**src/rtl/sram_ctrl.sv**
```systemverilog
// ============================================================================
// Module   : sram_ctrl
// Purpose  : Asynchronous SRAM controller, single access in flight, split DQ.
//            Optional macro SRAM_CTRL_POWERDOWN_EN deasserts chip enables when idle.
// Revision : 1.0 - initial release
// ============================================================================
`default_nettype none

module sram_ctrl #(
  parameter int RD_CYC   = 3,
  parameter int WR_CYC   = 3,
  parameter int TURN_CYC = 1
) (
  input  logic        clk,
  input  logic        rst_n,
  input  logic        req,
  input  logic        wr,
  input  logic [16:0] addr,
  input  logic [7:0]  wdata,
  output logic        ready,
  output logic [7:0]  rdata,
  output logic        rvalid,
  output logic [16:0] sram_a,
  output logic        sram_ce_n,
  output logic        sram_ce2,
  output logic        sram_we_n,
  output logic        sram_oe_n,
  output logic [7:0]  sram_dq_o,
  output logic        sram_dq_oe,
  input  logic [7:0]  sram_dq_i
);

  localparam logic [2:0] S_IDLE     = 3'd0;
  localparam logic [2:0] S_RD       = 3'd1;
  localparam logic [2:0] S_TURN     = 3'd2;
  localparam logic [2:0] S_WR_SETUP = 3'd3;
  localparam logic [2:0] S_WR_PULSE = 3'd4;
  localparam logic [2:0] S_WR_HOLD  = 3'd5;

  localparam logic [3:0] RD_CNT   = 4'(RD_CYC);
  localparam logic [3:0] WR_CNT   = 4'(WR_CYC);
  localparam logic [3:0] TURN_CNT = 4'(TURN_CYC);

  logic [2:0]  state_q, state_d;
  logic [3:0]  cnt_q, cnt_d;
  logic [16:0] addr_q, addr_d;
  logic [7:0]  wdata_q, wdata_d;
  logic        wr_q, wr_d;
  logic [7:0]  rdata_q, rdata_d;
  logic        rvalid_q, rvalid_d;
  logic        active;

  // State register; async reset drops WE/OE/DQ_OE immediately via output decode
  always_ff @(posedge clk or negedge rst_n) begin
    if (!rst_n) begin
      state_q  <= S_IDLE;
      cnt_q    <= 4'd0;
      addr_q   <= 17'd0;
      wdata_q  <= 8'd0;
      wr_q     <= 1'b0;
      rdata_q  <= 8'd0;
      rvalid_q <= 1'b0;
    end else begin
      state_q  <= state_d;
      cnt_q    <= cnt_d;
      addr_q   <= addr_d;
      wdata_q  <= wdata_d;
      wr_q     <= wr_d;
      rdata_q  <= rdata_d;
      rvalid_q <= rvalid_d;
    end
  end

  // Next-state and datapath; wait counters count down to 1 then advance
  always_comb begin
    state_d  = state_q;
    cnt_d    = cnt_q;
    addr_d   = addr_q;
    wdata_d  = wdata_q;
    wr_d     = wr_q;
    rdata_d  = rdata_q;
    rvalid_d = 1'b0;
    case (state_q)
      S_IDLE: begin
        if (req) begin
          addr_d  = addr;
          wdata_d = wdata;
          wr_d    = wr;
          if (wr) begin
            state_d = S_WR_SETUP;
          end else begin
            state_d = S_RD;
            cnt_d   = RD_CNT;
          end
        end
      end
      S_RD: begin
        if (cnt_q == 4'd1) begin
          state_d  = S_TURN;
          cnt_d    = TURN_CNT;
          rdata_d  = sram_dq_i;
          rvalid_d = 1'b1;
        end else begin
          cnt_d = cnt_q - 4'd1;
        end
      end
      S_TURN: begin
        if (cnt_q == 4'd1) begin
          state_d = S_IDLE;
        end else begin
          cnt_d = cnt_q - 4'd1;
        end
      end
      S_WR_SETUP: begin
        state_d = S_WR_PULSE;
        cnt_d   = WR_CNT;
      end
      S_WR_PULSE: begin
        if (cnt_q == 4'd1) begin
          state_d = S_WR_HOLD;
        end else begin
          cnt_d = cnt_q - 4'd1;
        end
      end
      S_WR_HOLD: begin
        state_d = S_IDLE;
      end
      default: begin
        state_d = S_IDLE;
      end
    endcase
  end

  always_comb begin
    ready      = 1'b0;
    sram_oe_n  = 1'b1;
    sram_we_n  = 1'b1;
    sram_dq_oe = 1'b0;
    active     = 1'b0;
    case (state_q)
      S_IDLE: begin
        ready = 1'b1;
      end
      S_RD: begin
        sram_oe_n = 1'b0;
        active    = 1'b1;
      end
      S_WR_SETUP, S_WR_HOLD: begin
        sram_dq_oe = 1'b1;
        active     = 1'b1;
      end
      S_WR_PULSE: begin
        sram_dq_oe = 1'b1;
        sram_we_n  = 1'b0;
        active     = 1'b1;
      end
      default: begin
        ready = 1'b0;
      end
    endcase
  end

  assign sram_a    = addr_q;
  assign sram_dq_o = wdata_q;
  assign rdata     = rdata_q;
  assign rvalid    = rvalid_q;

`ifdef SRAM_CTRL_POWERDOWN_EN
  assign sram_ce_n = ~active;
  assign sram_ce2  = active;
`else
  logic unused_active;
  assign unused_active = active;
  assign sram_ce_n     = 1'b0;
  assign sram_ce2      = 1'b1;
`endif

endmodule

`default_nettype wire
```
**config.mk**
```make
export PLATFORM = sky130hd
export DESIGN_NAME = sram_ctrl
export DESIGN_NICKNAME = d
export VERILOG_FILES = /design/src/rtl/sram_ctrl.sv
export SDC_FILE = /design/constraint.sdc
export NUM_CORES = 1
export LEC_CHECK = 0
export ABC_AREA = 1
export BUFFER_PORTS_ARGS = -buffer_cell sky130_fd_sc_hd__buf_2
export CAP_MARGIN = 10
export CORE_AREA = 2 2 66 68
export CTS_CLUSTER_DIAMETER = 80
export CTS_CLUSTER_SIZE = 25
export DETAILED_ROUTE_END_ITERATION = 8
export DIE_AREA = 0 0 68 70
export PLACE_DENSITY = 0.78
export SYNTH_ARGS = -nofsm -noshare
export SYNTH_HDL_FRONTEND = slang
export SYNTH_SLANG_ARGS = --single-unit
```
**constraint.sdc**
```tcl
create_clock -name clk -period 2.05 [get_ports clk]
set_clock_uncertainty 0.2 [all_clocks]
set_input_delay 0.615 -clock clk [delete_from_list [all_inputs] [get_ports clk]]
set_output_delay 0.615 -clock clk [all_outputs]
set_load 0.01 [all_outputs]
```
Word-level counts from Yosys, hierarchy flattened --
Index checks and enable logic that the tools add are counted. W data, S select, Z words.
Word-level totals: flip-flop bits (word level) 41, input port bits 37, word-level logic and storage cells 44, output and inout bits 40
Cells by class: reductions and logical operators 8, equality and inequality tests 12, mux-type cells 17, add/sub/neg operators 1
Operators by type and width (number):
- $mux W4 | 4
- $pmux W4 S4 | 1
- $pmux W3 S5 | 1
- $mux W3 | 4
- $ne A2 B2 Y1 const B | 6
- $reduce_and A4 Y1 | 2
- $eq A3 B2 Y1 const B | 2
- $eq A3 B3 Y1 const B | 2
- $mux W1 | 6
- $eq A4 B1 Y1 const B | 1
- $reduce_and A2 Y1 | 2
- $reduce_bool A4 Y1 | 1
- $sub A4 B1 Y4 const B | 1
- $eq A3 B1 Y1 const B | 1
- $logic_not A3 Y1 | 1
- $reduce_or A3 Y1 | 1
- $mux W2 | 1
- $reduce_or A2 Y1 | 1

Logic depth before layout (Yosys ltp) --
depth after elaboration 4, gate-level depth with buffers 9, gate-level depth less buffers 9

Worst setup path before layout --
Ideal clock, no wire load.
path type reg-to-output, start point reg state_q[1], end point out ready, slack 0.251 ns, required time 1.235 ns, arrival 0.984 ns, stages on the path, launching flop included 5, buffers on the path 1, cell sequence dfrtp_1 > nor2_4 > inv_2 > nor2_8 > buf_4
Between the ends: cells in the longest elaborated chain, start to end 2
Ends and longest elaborated chain:
- from (decl) | RTL line 44 | logic [2:0] state_q, state_d;
- from (signal assigned) | RTL line 64 | state_q <= state_d;
- $logic_not A3 Y1 | RTL line 140 | case (state_q)
- $mux W1 | RTL line 140
- to (decl) | RTL line 20 | output logic ready,
Every way passes these cells.

Final worst setup path --
start point reg state_q[0], end point out ready
The elaborated chain is that of the path after synthesis.

==> impl_metrics.yaml <==
status:
  outcome: "finished, final reports clean"
global_routing:
  groute.usage.overall_pct: 18.53
  grt_max_degree: 42
  grt-ovfl-total: 0
  grt_pass1_vias: 1580
  grt_pass1_wl_um: 6775
  grt_antenna_before_repair: 0
timing:
  drv_slew: 0
  holdWs_ns: 0.1675
  slew_headroom_pct: 66.36
  setup_ws_ns: 0.06763
  rsz0062_at_grt: "false"
  period_share_pct: 96.70
  period_minus_slack_ns: 1.982
  tightest_slew_ns: 0.5046
  hold_violations: 0
  setup_violations: 0
  setup_tns_ns: 0
  max_freq_ghz: 0.5044
clocking:
  cts.sinks: 41
  numCtsBuffers: 5
  cts_tree: "yes"
  root_buffer: "clkbuf_8"
  clk_pin_slew_ns: 0.07
  clkLatencyLatePin_ns: 0.29
  postCtsHoldBufs: 0
  htreeDepth: 2
  clock_path_buffers: 2
critical_path:
  critPathBufInv: 2
  slowest_delay_ns: 0.46
  cp_slowest_cell: "dfrtp_2"
  start_kind: "flip-flop"
  end_kind: "output port"
  crit_chain: "nor2_4 > inv_4 > nor2_8 > buf_6"
  cp.arrival_ns: 1.17
  path_delay_family: "flip-flops"
  worst-r2r-setup-slack_ns: 0.27
  crit_type: "reg -> out"
  critPathMaxFanout: 6
  crit_required_ns: 1.23
power:
  vdd_drop_max_mv: 0.5407
  p_leak_nw: 1.445
  power_density_nw_per_um2: 1539
job:
  cap_violations: 0
yosys:
  synth_area_sq_um: 1903
  seq_area_frac_synth_pct: 53.91
  yosys.cell_types.count: 24
  synthCells: 227
  syn_nets: 266
  ys_ff_latch: 41
  synth.avg_cell_area_sq_um: 8.384
  yosysWarnings: 0
detailed_routing:
  viasPerCell: 4.827
  drtAntennaViolNets: 0
  vias: 1728
  wl_per_cell_um: 11.72
  wirelength_um: 4194
  first_pass_iters: 4
  drc_errors: 0
  drtIter0Drc: 61
die:
  initial_core_util_pct: 45.92
  dieArea_sq_um: 4760
  io-pin-count: 77
  coreArea_sq_um: 4144
  die_w_um: 68
  row_count: 24
  fp.dieH_um: 70
cells_and_area:
  design_area_sq_um: 2422
  syn2layout_area_growth_pct: 27.28
  drive_gt1_share_pct: 34.31
  diodes: 0
  post-route-util_pct: 58.45
  layout.nets: 346
placement:
  dp_hpwl_um: 2964
  pre_cts_ws_ns: 0.2162
  dpl-instance-area_sq_um: 2303
  port_buffers: 74
  gp_congestion: 0.8843
min_path:
  min_path_type: "in -> async"
==> Yosys cell counts <==
master / instances / share of area [%]
clkbuf_1: 2 / 0.39
inv_4: 2 / 0.66
dfrtp_1: 41 / 54
nor2_4: 1 / 0.59
nor2_2: 2 / 0.66
nand2_2: 2 / 0.66
buf_4: 4 / 1.6
o21ai_0: 2 / 0.53
ha_1: 2 / 1.3
a21oi_1: 1 / 0.26
nand2_1: 103 / 20
buf_6: 2 / 1.2
inv_2: 1 / 0.20
inv_1: 12 / 2.4
buf_2: 1 / 0.26
nand2_4: 3 / 1.8
nor2_8: 1 / 1.1
conb_1: 2 / 0.39
nand3_2: 1 / 0.53
nand3_1: 36 / 9.5
nor2_1: 2 / 0.39
a21boi_1: 1 / 0.39
nand4_1: 2 / 0.66
xor2_1: 1 / 0.46
==> sequential cells by signal, summed over array words and instances (netlist names) <==
signal and cells:
cnt_q 4, rdata 8, rvalid 1, sram_a 17, sram_dq_o 8, state_q 3
==> where the power goes <==
group,switching [W],total (W),internal (W)
Sequential,0.000223,0.00141,0.00119
Clock,0.000255,0.000479,0.000224
Combinational,0.00112,0.00184,0.000719
==> path summary, 6_finish.rpt <==
kind,startpoint,endpoint,cells past startpoint
max,state_q[0],ready,4
max in group asynchronous,rst_n,state_q[2],2
min,rst_n,sram_a[4],2
min in group clk,sram_a[5],sram_a[5],2
max reg2reg,state_q[0],sram_a[4],7
min reg2reg,sram_a[5],sram_a[5],2
==> metrics by stage <==
step	instances	total power (W)
global placement	348	0.003136
CTS	354	0.003686
finish	358	0.003728
floorplan	227	0.002599
global route	358	0.004099
detailed placement	348	0.003193
==> cell families (layout without fill, tap and decap cells) <==
kind of cell             count (synthesis)  after routing  synth area share, %
AO/OA/AOI/OAI                            4              4                1.183
XOR/XNOR                                 1              1               0.4603
buffers and inverters                   24            103                6.640
other                                    2              2               0.3946
adder cells (fa/ha/maj)                  2              2                1.315
AND/OR/NAND/NOR                        153            153                36.09
flip-flops                              41             41                53.91
==> layout by cell type, fill, tap and decap left out, drive strengths merged, types with 2 or more instances in the layout <==
cell type    n
clkinv       2
nand2      108
conb         2
inv         14
dfrtp       41
ha           2
o21ai        2
nand3       37
buf         82
clkbuf       5
nand4        2
nor2         6
==> cell type report <==
cell class / count / area (sq um)
inverter: 15 / 66.31
timing repair buffer: 82 / 436.7
tap: 52 / 65.06
clock inverter: 1 / 5.005
fill: 379 / 1722
clock buffer: 5 / 68.82
sequential: 41 / 1030
multi-input combinational: 162 / 750.7
==> timing repair <==
action | 4_1_cts | 5_1_grt
setup buffers | 0 | 4
setup endpoints to repair | 2 | 3
pin swaps | 0 | 1
gates resized for setup | 2 | 6
==> per-layer routing <==
layer	part of all wire (%)	track usage, %	wire, um
met5	0	0	0
met2	47	30.74	1954
met3	8.3	5.958	349
met1	44	22.39	1833
met4	1.4	6.000	57
Power figures use the tool's default switching activity.
